===== src/rtl/iter_divider_if.sv =====
// Handshake/data bundle between the control unit and the iterative divider.
//   start, sign, dividend, divisor : request side, driven by the master
//   busy, done, quotient, remainder, div_by_zero : response side, driven by the divider
interface iter_divider_if #(
  parameter int WIDTH = 32
);
  logic             start;
  logic             sign;
  logic [WIDTH-1:0] dividend;
  logic [WIDTH-1:0] divisor;
  logic             busy;
  logic             done;
  logic [WIDTH-1:0] quotient;
  logic [WIDTH-1:0] remainder;
  logic             div_by_zero;

  modport master (
    output start, sign, dividend, divisor,
    input  busy, done, quotient, remainder, div_by_zero
  );

  modport slave (
    input  start, sign, dividend, divisor,
    output busy, done, quotient, remainder, div_by_zero
  );
endinterface


===== src/rtl/iter_divider.sv =====
// Multi-cycle restoring divider for MIPS DIV/DIVU: one quotient bit per clock.
// Quotient goes to LO and remainder to HI; the control unit stalls while busy.
// Ports:
//   clk   : single clock, rising edge
//   rst_n : synchronous active-low reset (aborts any operation in flight)
//   bus   : iter_divider_if slave modport (start/sign/dividend/divisor in,
//           busy/done/quotient/remainder/div_by_zero out)
module iter_divider #(
  parameter int WIDTH = 32
) (
  input  logic          clk,
  input  logic          rst_n,
  iter_divider_if.slave bus
);

  localparam int CW = $clog2(WIDTH);
  localparam logic [CW-1:0] LAST = CW'(WIDTH - 1);

  typedef enum logic [1:0] {IDLE, RUN, FIX, DONE} state_t;

  state_t state_q, state_d;

  logic [WIDTH-1:0] rem, quo, dvsr;
  logic             neg_q, neg_r;
  logic [CW-1:0]    count;

  logic [WIDTH-1:0] quotient_q, remainder_q;
  logic             dbz_q;

  logic             accept, zero_div, fits;
  logic [WIDTH:0]   shifted;
  logic [WIDTH-1:0] trial;

  // Magnitude of a two's-complement value; the most negative value maps to
  // itself, which is the correct unsigned magnitude.
  function automatic logic [WIDTH-1:0] abs_val(input logic signed [WIDTH-1:0] v);
    return v[WIDTH-1] ? -v : v;
  endfunction

  function automatic logic [WIDTH-1:0] cond_neg(input logic [WIDTH-1:0] v, input logic neg);
    return neg ? -v : v;
  endfunction

  assign accept   = bus.start && (state_q == IDLE || state_q == DONE);
  assign zero_div = (bus.divisor == '0);

  // Partial remainder never exceeds the divisor, so after the shift the
  // difference always fits back into WIDTH bits when the trial succeeds.
  assign shifted = {rem, quo[WIDTH-1]};
  assign fits    = shifted >= {1'b0, dvsr};
  assign trial   = shifted[WIDTH-1:0] - dvsr;

  always_ff @(posedge clk) begin
    if (!rst_n) state_q <= IDLE;
    else        state_q <= state_d;
  end

  always_comb begin
    state_d = state_q;
    case (state_q)
      IDLE: if (bus.start) state_d = zero_div ? DONE : RUN;
      RUN:  if (count == LAST) state_d = FIX;
      FIX:  state_d = DONE;
      DONE: begin
        if (bus.start) state_d = zero_div ? DONE : RUN;
        else           state_d = IDLE;
      end
      default: state_d = IDLE;
    endcase
  end

  // Working registers: only meaningful after an accept, so no reset needed.
  always_ff @(posedge clk) begin
    if (accept) begin
      rem   <= '0;
      quo   <= bus.sign ? abs_val(bus.dividend) : bus.dividend;
      dvsr  <= bus.sign ? abs_val(bus.divisor)  : bus.divisor;
      neg_q <= bus.sign && (bus.dividend[WIDTH-1] ^ bus.divisor[WIDTH-1]);
      neg_r <= bus.sign && bus.dividend[WIDTH-1];
      count <= '0;
    end else if (state_q == RUN) begin
      rem   <= fits ? trial : shifted[WIDTH-1:0];
      quo   <= {quo[WIDTH-2:0], fits};
      count <= count + CW'(1);
    end
  end

  // Architectural results: held until the next operation overwrites them.
  always_ff @(posedge clk) begin
    if (!rst_n) begin
      quotient_q  <= '0;
      remainder_q <= '0;
      dbz_q       <= 1'b0;
    end else if (accept) begin
      dbz_q <= zero_div;
      if (zero_div) begin
        quotient_q  <= '1;
        remainder_q <= bus.dividend;
      end
    end else if (state_q == FIX) begin
      quotient_q  <= cond_neg(quo, neg_q);
      remainder_q <= cond_neg(rem, neg_r);
    end
  end

  assign bus.busy        = (state_q == RUN) || (state_q == FIX);
  assign bus.done        = (state_q == DONE);
  assign bus.quotient    = quotient_q;
  assign bus.remainder   = remainder_q;
  assign bus.div_by_zero = dbz_q;

endmodule


===== src/flat_wrapper.sv =====
// flat-port wrapper written by rule: the top's interface ports become plain ports
module iter_divider_flat 
#(
  parameter int WIDTH = 32
)
  (clk, rst_n, bus_start, bus_sign, bus_dividend, bus_divisor, bus_busy, bus_done, bus_quotient, bus_remainder, bus_div_by_zero);
  iter_divider_if #(.WIDTH(WIDTH)) bus_i ();
  input  logic clk;
  input  logic rst_n;
  input wire logic [$bits(bus_i.start)-1:0] bus_start;
  input wire logic [$bits(bus_i.sign)-1:0] bus_sign;
  input wire logic [$bits(bus_i.dividend)-1:0] bus_dividend;
  input wire logic [$bits(bus_i.divisor)-1:0] bus_divisor;
  output wire logic [$bits(bus_i.busy)-1:0] bus_busy;
  output wire logic [$bits(bus_i.done)-1:0] bus_done;
  output wire logic [$bits(bus_i.quotient)-1:0] bus_quotient;
  output wire logic [$bits(bus_i.remainder)-1:0] bus_remainder;
  output wire logic [$bits(bus_i.div_by_zero)-1:0] bus_div_by_zero;
  assign bus_i.start = bus_start;
  assign bus_i.sign = bus_sign;
  assign bus_i.dividend = bus_dividend;
  assign bus_i.divisor = bus_divisor;
  assign bus_busy = bus_i.busy;
  assign bus_done = bus_i.done;
  assign bus_quotient = bus_i.quotient;
  assign bus_remainder = bus_i.remainder;
  assign bus_div_by_zero = bus_i.div_by_zero;
  iter_divider #(.WIDTH(WIDTH)) u_core (.clk(clk), .rst_n(rst_n), .bus(bus_i));
endmodule

===== config.mk =====
export PLATFORM = sky130hd
export DESIGN_NAME = iter_divider_flat
export DESIGN_NICKNAME = d
export VERILOG_FILES = /design/src/rtl/iter_divider_if.sv /design/src/rtl/iter_divider.sv /design/src/flat_wrapper.sv
export SDC_FILE = /design/constraint.sdc
export NUM_CORES = 1
export LEC_CHECK = 0
export BUFFER_PORTS_ARGS = -buffer_cell sky130_fd_sc_hd__buf_2
export CAP_MARGIN = 20
export CELL_PAD_IN_SITES_DETAIL_PLACEMENT = 0
export CELL_PAD_IN_SITES_GLOBAL_PLACEMENT = 2
export CORE_MARGIN = 5
export CORE_UTILIZATION = 39
export CTS_BUF_LIST = sky130_fd_sc_hd__clkbuf_4
export DETAILED_ROUTE_END_ITERATION = 16
export GPL_ROUTABILITY_DRIVEN = 0
export GPL_TIMING_DRIVEN = 0
export PLACE_DENSITY_LB_ADDON = 0.12
export RECOVER_POWER = 100
export SETUP_SLACK_MARGIN = 0.1
export SLEW_MARGIN = 20
export SYNTH_ARGS = -nofsm -noshare
export SYNTH_HDL_FRONTEND = slang
export SYNTH_SLANG_ARGS = --single-unit

===== constraint.sdc =====
create_clock -name clk -period 6.8 [get_ports clk]
set_clock_uncertainty 0.15 [all_clocks]
set_input_delay 0.68 -clock clk [delete_from_list [all_inputs] [get_ports clk]]
set_output_delay 0.68 -clock clk [all_outputs]
set_load 0.05 [all_outputs]

# Yosys cells after proc, flatten, opt, wreduce, memory -nomap -nowiden
# Cells that the tools add are included.
# W data, S select, Z words.
# totals
wordCells,56
rom_bits,0
latchBits,0
regBits,170
ramBits,0
inputBits,68
memories,0
output_inout_bits,67
# op_classes
mux,20
eq_ne,7
bitwise_logic,1
reduce_logical,11
shift,0
multipliers,0
n_lt_le_gt_ge,1
add_sub_neg,6
div,0
# ops
cell,count
$mux W32,15
$neg A32 Y32,4
$ge A33 B32 Y1,1
$logic_not A32 Y1,1
$sub A32 B32 Y32,1
$mux W2,4
$pmux W2 S4,1
$add A5 B1 Y5 const B,1
$eq A5 B5 Y1 const B,1
$eq A2 B2 Y1 const B,2
$ne A2 B2 Y1 const B,2
$reduce_and A2 Y1,2
$reduce_bool A2 Y1,2
$logic_and A1 B1 Y1,3
$eq A2 B1 Y1 const B,1
$logic_not A2 Y1,1
$logic_or A1 B1 Y1,2
$ne A2 B1 Y1 const B,1
$xor A1 B1 Y1,1

# Depth between registers and ports, before layout
# logic_depth
word_depth,5
depth_mapped,13
ltp_nobuf,13

# Worst setup path before layout
# Ideal clock, no wire load.
# synth_timing
path_type,flip-flop to flip-flop
startpoint,reg u_core.quo[31]
endpoint,reg u_core.rem[28]
t_arrival_ns,3.244
synth_period_minus_slack_ns,3.458
setup_time_ns,0.065
n_path_buf,0
path_stages_with_launch,14
setup_slack_ns,3.342
cell_sequence,edfxtp_1 > inv_1 > ha_1 > inv_1 > fa_1 > a211oi_1 > o21bai_1 > a21oi_1 > o21ai_2 > o41ai_1 > o221ai_1 > a211oi_1 > mux2_2 > nor2_1
# synth_between
elab_chain_len,2
elab_cells_between_ends,3
cone_classes,add/sub (1); order compare (1); mux (1)
# synth_rtl
item,line_no,rtl
"start, declared",iter_divider.sv:23,"logic [WIDTH-1:0] rem, quo, dvsr;"
"start signal, assigned",iter_divider.sv:76,quo <= bus.sign ? abs_val(bus.dividend) : bus.dividend;
"start signal, assigned",iter_divider.sv:83,"quo <= {quo[WIDTH-2:0], fits};"
$sub A32 B32 Y32 / $ge A33 B32 Y1 (equally long branches),"iter_divider.sv:51, iter_divider.sv:50",
$mux W32 (*),iter_divider.sv:82,rem <= fits ? trial : shifted[WIDTH-1:0];
"end signal, assigned",iter_divider.sv:82,
"end, declared",iter_divider.sv:23,
# Every way passes the cells marked *; elsewhere a longest branch is shown, timed or not.
# A chain may end at the register's enable or synchronous reset.

# Worst setup path after layout
# Ends and elaborated chain as after synthesis.

==> flow_summary.ini <==
[outcome]
status = finished, violations left
violations = max-capacitance violations, max-slew violations

[route]
drtIter0Drc = 662
via_per_inst = 5.41
antenna_left = 0
wire_per_inst_microns = 19.2
wirelength_microns = 35900
drc = 0
drt_pass1_iterations = 7
via_count = 10100

[sta]
setup_tns_ps = 0
rsz0062_at_grt = false
period_share = 0.684
hold_viol = 0
worst_pin_slew_ps = 1660
fmax_mhz = 215
hold_slack_ps = 244
slew_headroom = -0.106
drv_slew = 64
setup_violations = 0
period_needed_ps = 4650

[synth]
yosys.area.top_type = dfxtp_1
synth_cell_types = 66
syn_avg_cell_area_sq_um = 8.33
synth_most_common_cell = a21oi_1
yosys-top-cells-area = dfxtp_1, edfxtp_1, xor2_1
synth_ff_type = dfxtp_1
syn_nets = 1434
syn_area_sq_um = 11000
yosysTopAreaCellShare = 0.189
netlist_top_cells_count = a21oi_1, nand2_1, o21ai_0
synth_edf_count = 66
synthArstFlopShare = 0
synth-seq-area-share = 0.369
syn_inst = 1322
yosysWarnings = 0
synth_seq_cells = 170

[worst_setup_path]
crit_required_ps = 7180
path_cells = inv_1 > ha_1 > inv_1 > fa_1 > a211oi_1 > o21bai_1 > a21oi_1 > o21ai_0 > o41ai_1 > o221ai_1 > a211oi_1 > mux2_2 > nor2_1
worstRegToRegCells = 13
crit_type = reg2reg
r2r_start = u_core.quo[31]
r2r_slack_ps = 2150
cp_max_fo = 5
cp.arrival_ps = 5040
worst_path_max_delay_cell = o41ai_1
worst_path_largest_cell_delay_ps = 670
regToRegEndpoint = u_core.rem[28]
worstSetupEndpointType = register
startpoint_type = register

[power_and_ir_drop]
leakage_nw = 4.80
power_density_nw_per_um2 = 485
vdd_drop_max_mv = 0.147

[clock_tree]
tritoncts = built
cts_setup_buffers = 0
cts.sinks = 170
cts_hold_buf = 0
clock-root-buffer = clkbuf_4
clkTransAtPathRegs_ps = 170
post_cts_resized = 0
htreeDepth = 4
numCtsBuffers = 17
insertion_delay_ps = 590
cts_buffer_depth = 2

[cells_and_area]
drive_above_1_share = 0.0772
fin_nets = 1588
final_util = 0.443
stdcell_area_sq_um = 12400
multiInputGateArea_sq_um = 6420
nFillCells = 2925
area_delta_synth_final_pct = 12.2
seqCellArea_sq_um = 4060

[hold_path]
hold_class = in2reg
holdPathEnd = u_core.dvsr[29]
min_from = bus_divisor[29]
hold_depth = 2

[placed_design]
dpl_cell_area_sq_um = 12200
portBuffers = 133
dp_hpwl_microns = 29000

[grt]
grt_pass1_vias = 9669
grt_max_degree = 33
grt.overflow.total = 0
grtUsageTotal = 0.225
antenna_found_initial = 1
grt_pass1_wl_microns = 55200

[floorplan]
dieArea_sq_um = 31700
num_rows = 61
initial_core_util = 0.395
die_h_microns = 178
core_sq_um = 27900
die_x_microns = 178
io_pins = 135

[run]
max-cap-violations = 2
## layer usage
metal / global-route usage / wire length, microns
met1: 0.290 / 15800
met2: 0.392 / 17300
met3: 0.0286 / 1730
met4: 0.0732 / 1020
met5: 0 / 0
## registers in the layout, indices dropped and copies added, names as in the netlist
name and cells:
u_core.rem 32, u_core.quo 32, u_core.bus.quotient 32, u_core.bus.remainder 32
u_core.dvsr 32, u_core.neg_q 1, u_core.state_q 2, u_core.count 5
u_core.neg_r 1, u_core.bus.div_by_zero 1
## per-stage QoR
step                      setup WS (ps)  std cells  power, mW
after floorplan                    3340       1322       4.38
final                              2150       1868       5.99
after global placement             2260       1833       5.40
after CTS                          2350       1867       6.07
after detailed placement           2400       1835       5.43
after global routing               1960       1868       6.46
## cells by family (layout without fill, tap and decap cells)
| logic type | Yosys count | count (layout) | synth area share |
|---|---|---|---|
| mux | 9 | 9 | 0.00829 |
| simple gates | 383 | 383 | 0.165 |
| buf+inv | 135 | 302 | 0.0475 |
| fa+ha+maj | 44 | 44 | 0.0507 |
| other cells | 0 | 1 | 0 |
| compound gates | 434 | 434 | 0.242 |
| xor+xnor | 147 | 147 | 0.117 |
| flops | 170 | 170 | 0.369 |
## worst max path at each step
stage                    from              to  slack [ps]  depth (start not counted)
2_1_floorplan  u_core.quo[31]  u_core.rem[28]        3340                         13
3_3_place_gp   u_core.quo[31]  u_core.rem[28]        2260                         13
3_5_place_dp   u_core.quo[31]  u_core.rem[28]        2400                         13
4_1_cts        u_core.quo[31]  u_core.rem[28]        2350                         13
5_1_grt        u_core.quo[31]  u_core.rem[28]        1960                         13
6_report       u_core.quo[31]  u_core.rem[28]        2150                         13
## power by group
part	switching [mW]	internal, mW
clock network	0.431	0.203
logic	2.34	1.09
registers	0.402	1.53
## cell usage in the layout (no fill, tap or decap), types with 5 or more instances in the layout
cell type	count
or3_1	10
nand3_1	11
ha_1	43
nand2_1	127
xnor2_1	48
or4_1	10
edfxtp_1	66
nand3b_1	6
o31ai_1	33
nand4_1	11
inv_1	58
o21bai_1	6
nand2b_1	9
a211oi_1	34
dfxtp_1	104
a31oi_1	7
or2_2	5
nor3b_1	6
a21o_1	14
a21oi_1	151
nor2b_1	10
o211ai_1	28
xor2_1	99
buf_2	65
nor4_1	13
clkbuf_4	17
nor3_1	33
mux2i_1	8
o21ai_0	116
o41ai_1	13
clkbuf_1	143
nor2_1	109
## critical path, delay by kind of cell (launching register included)
kind / cells / cell delay (ps)
DFF: 1 / 470
adders and majority gates: 2 / 650
AOI/OAI and AO/OA: 7 / 2550
muxes: 1 / 390
and+or+nand+nor: 1 / 90
buffers and inverters: 2 / 310
## final cells by class
type                            instances  share of cell area
Antenna cell                            1            0.000203
Buffer                                 77              0.0237
Clock buffer                           17              0.0103
Clock inverter                         15              0.0141
Inverter                               58              0.0176
Multi-Input combinational cell       1017               0.519
Sequential cell                       170               0.329
Tap cell                              378              0.0383
Timing Repair Buffer                  135              0.0474
No activity file was read; power rests on OpenSTA's default activity.
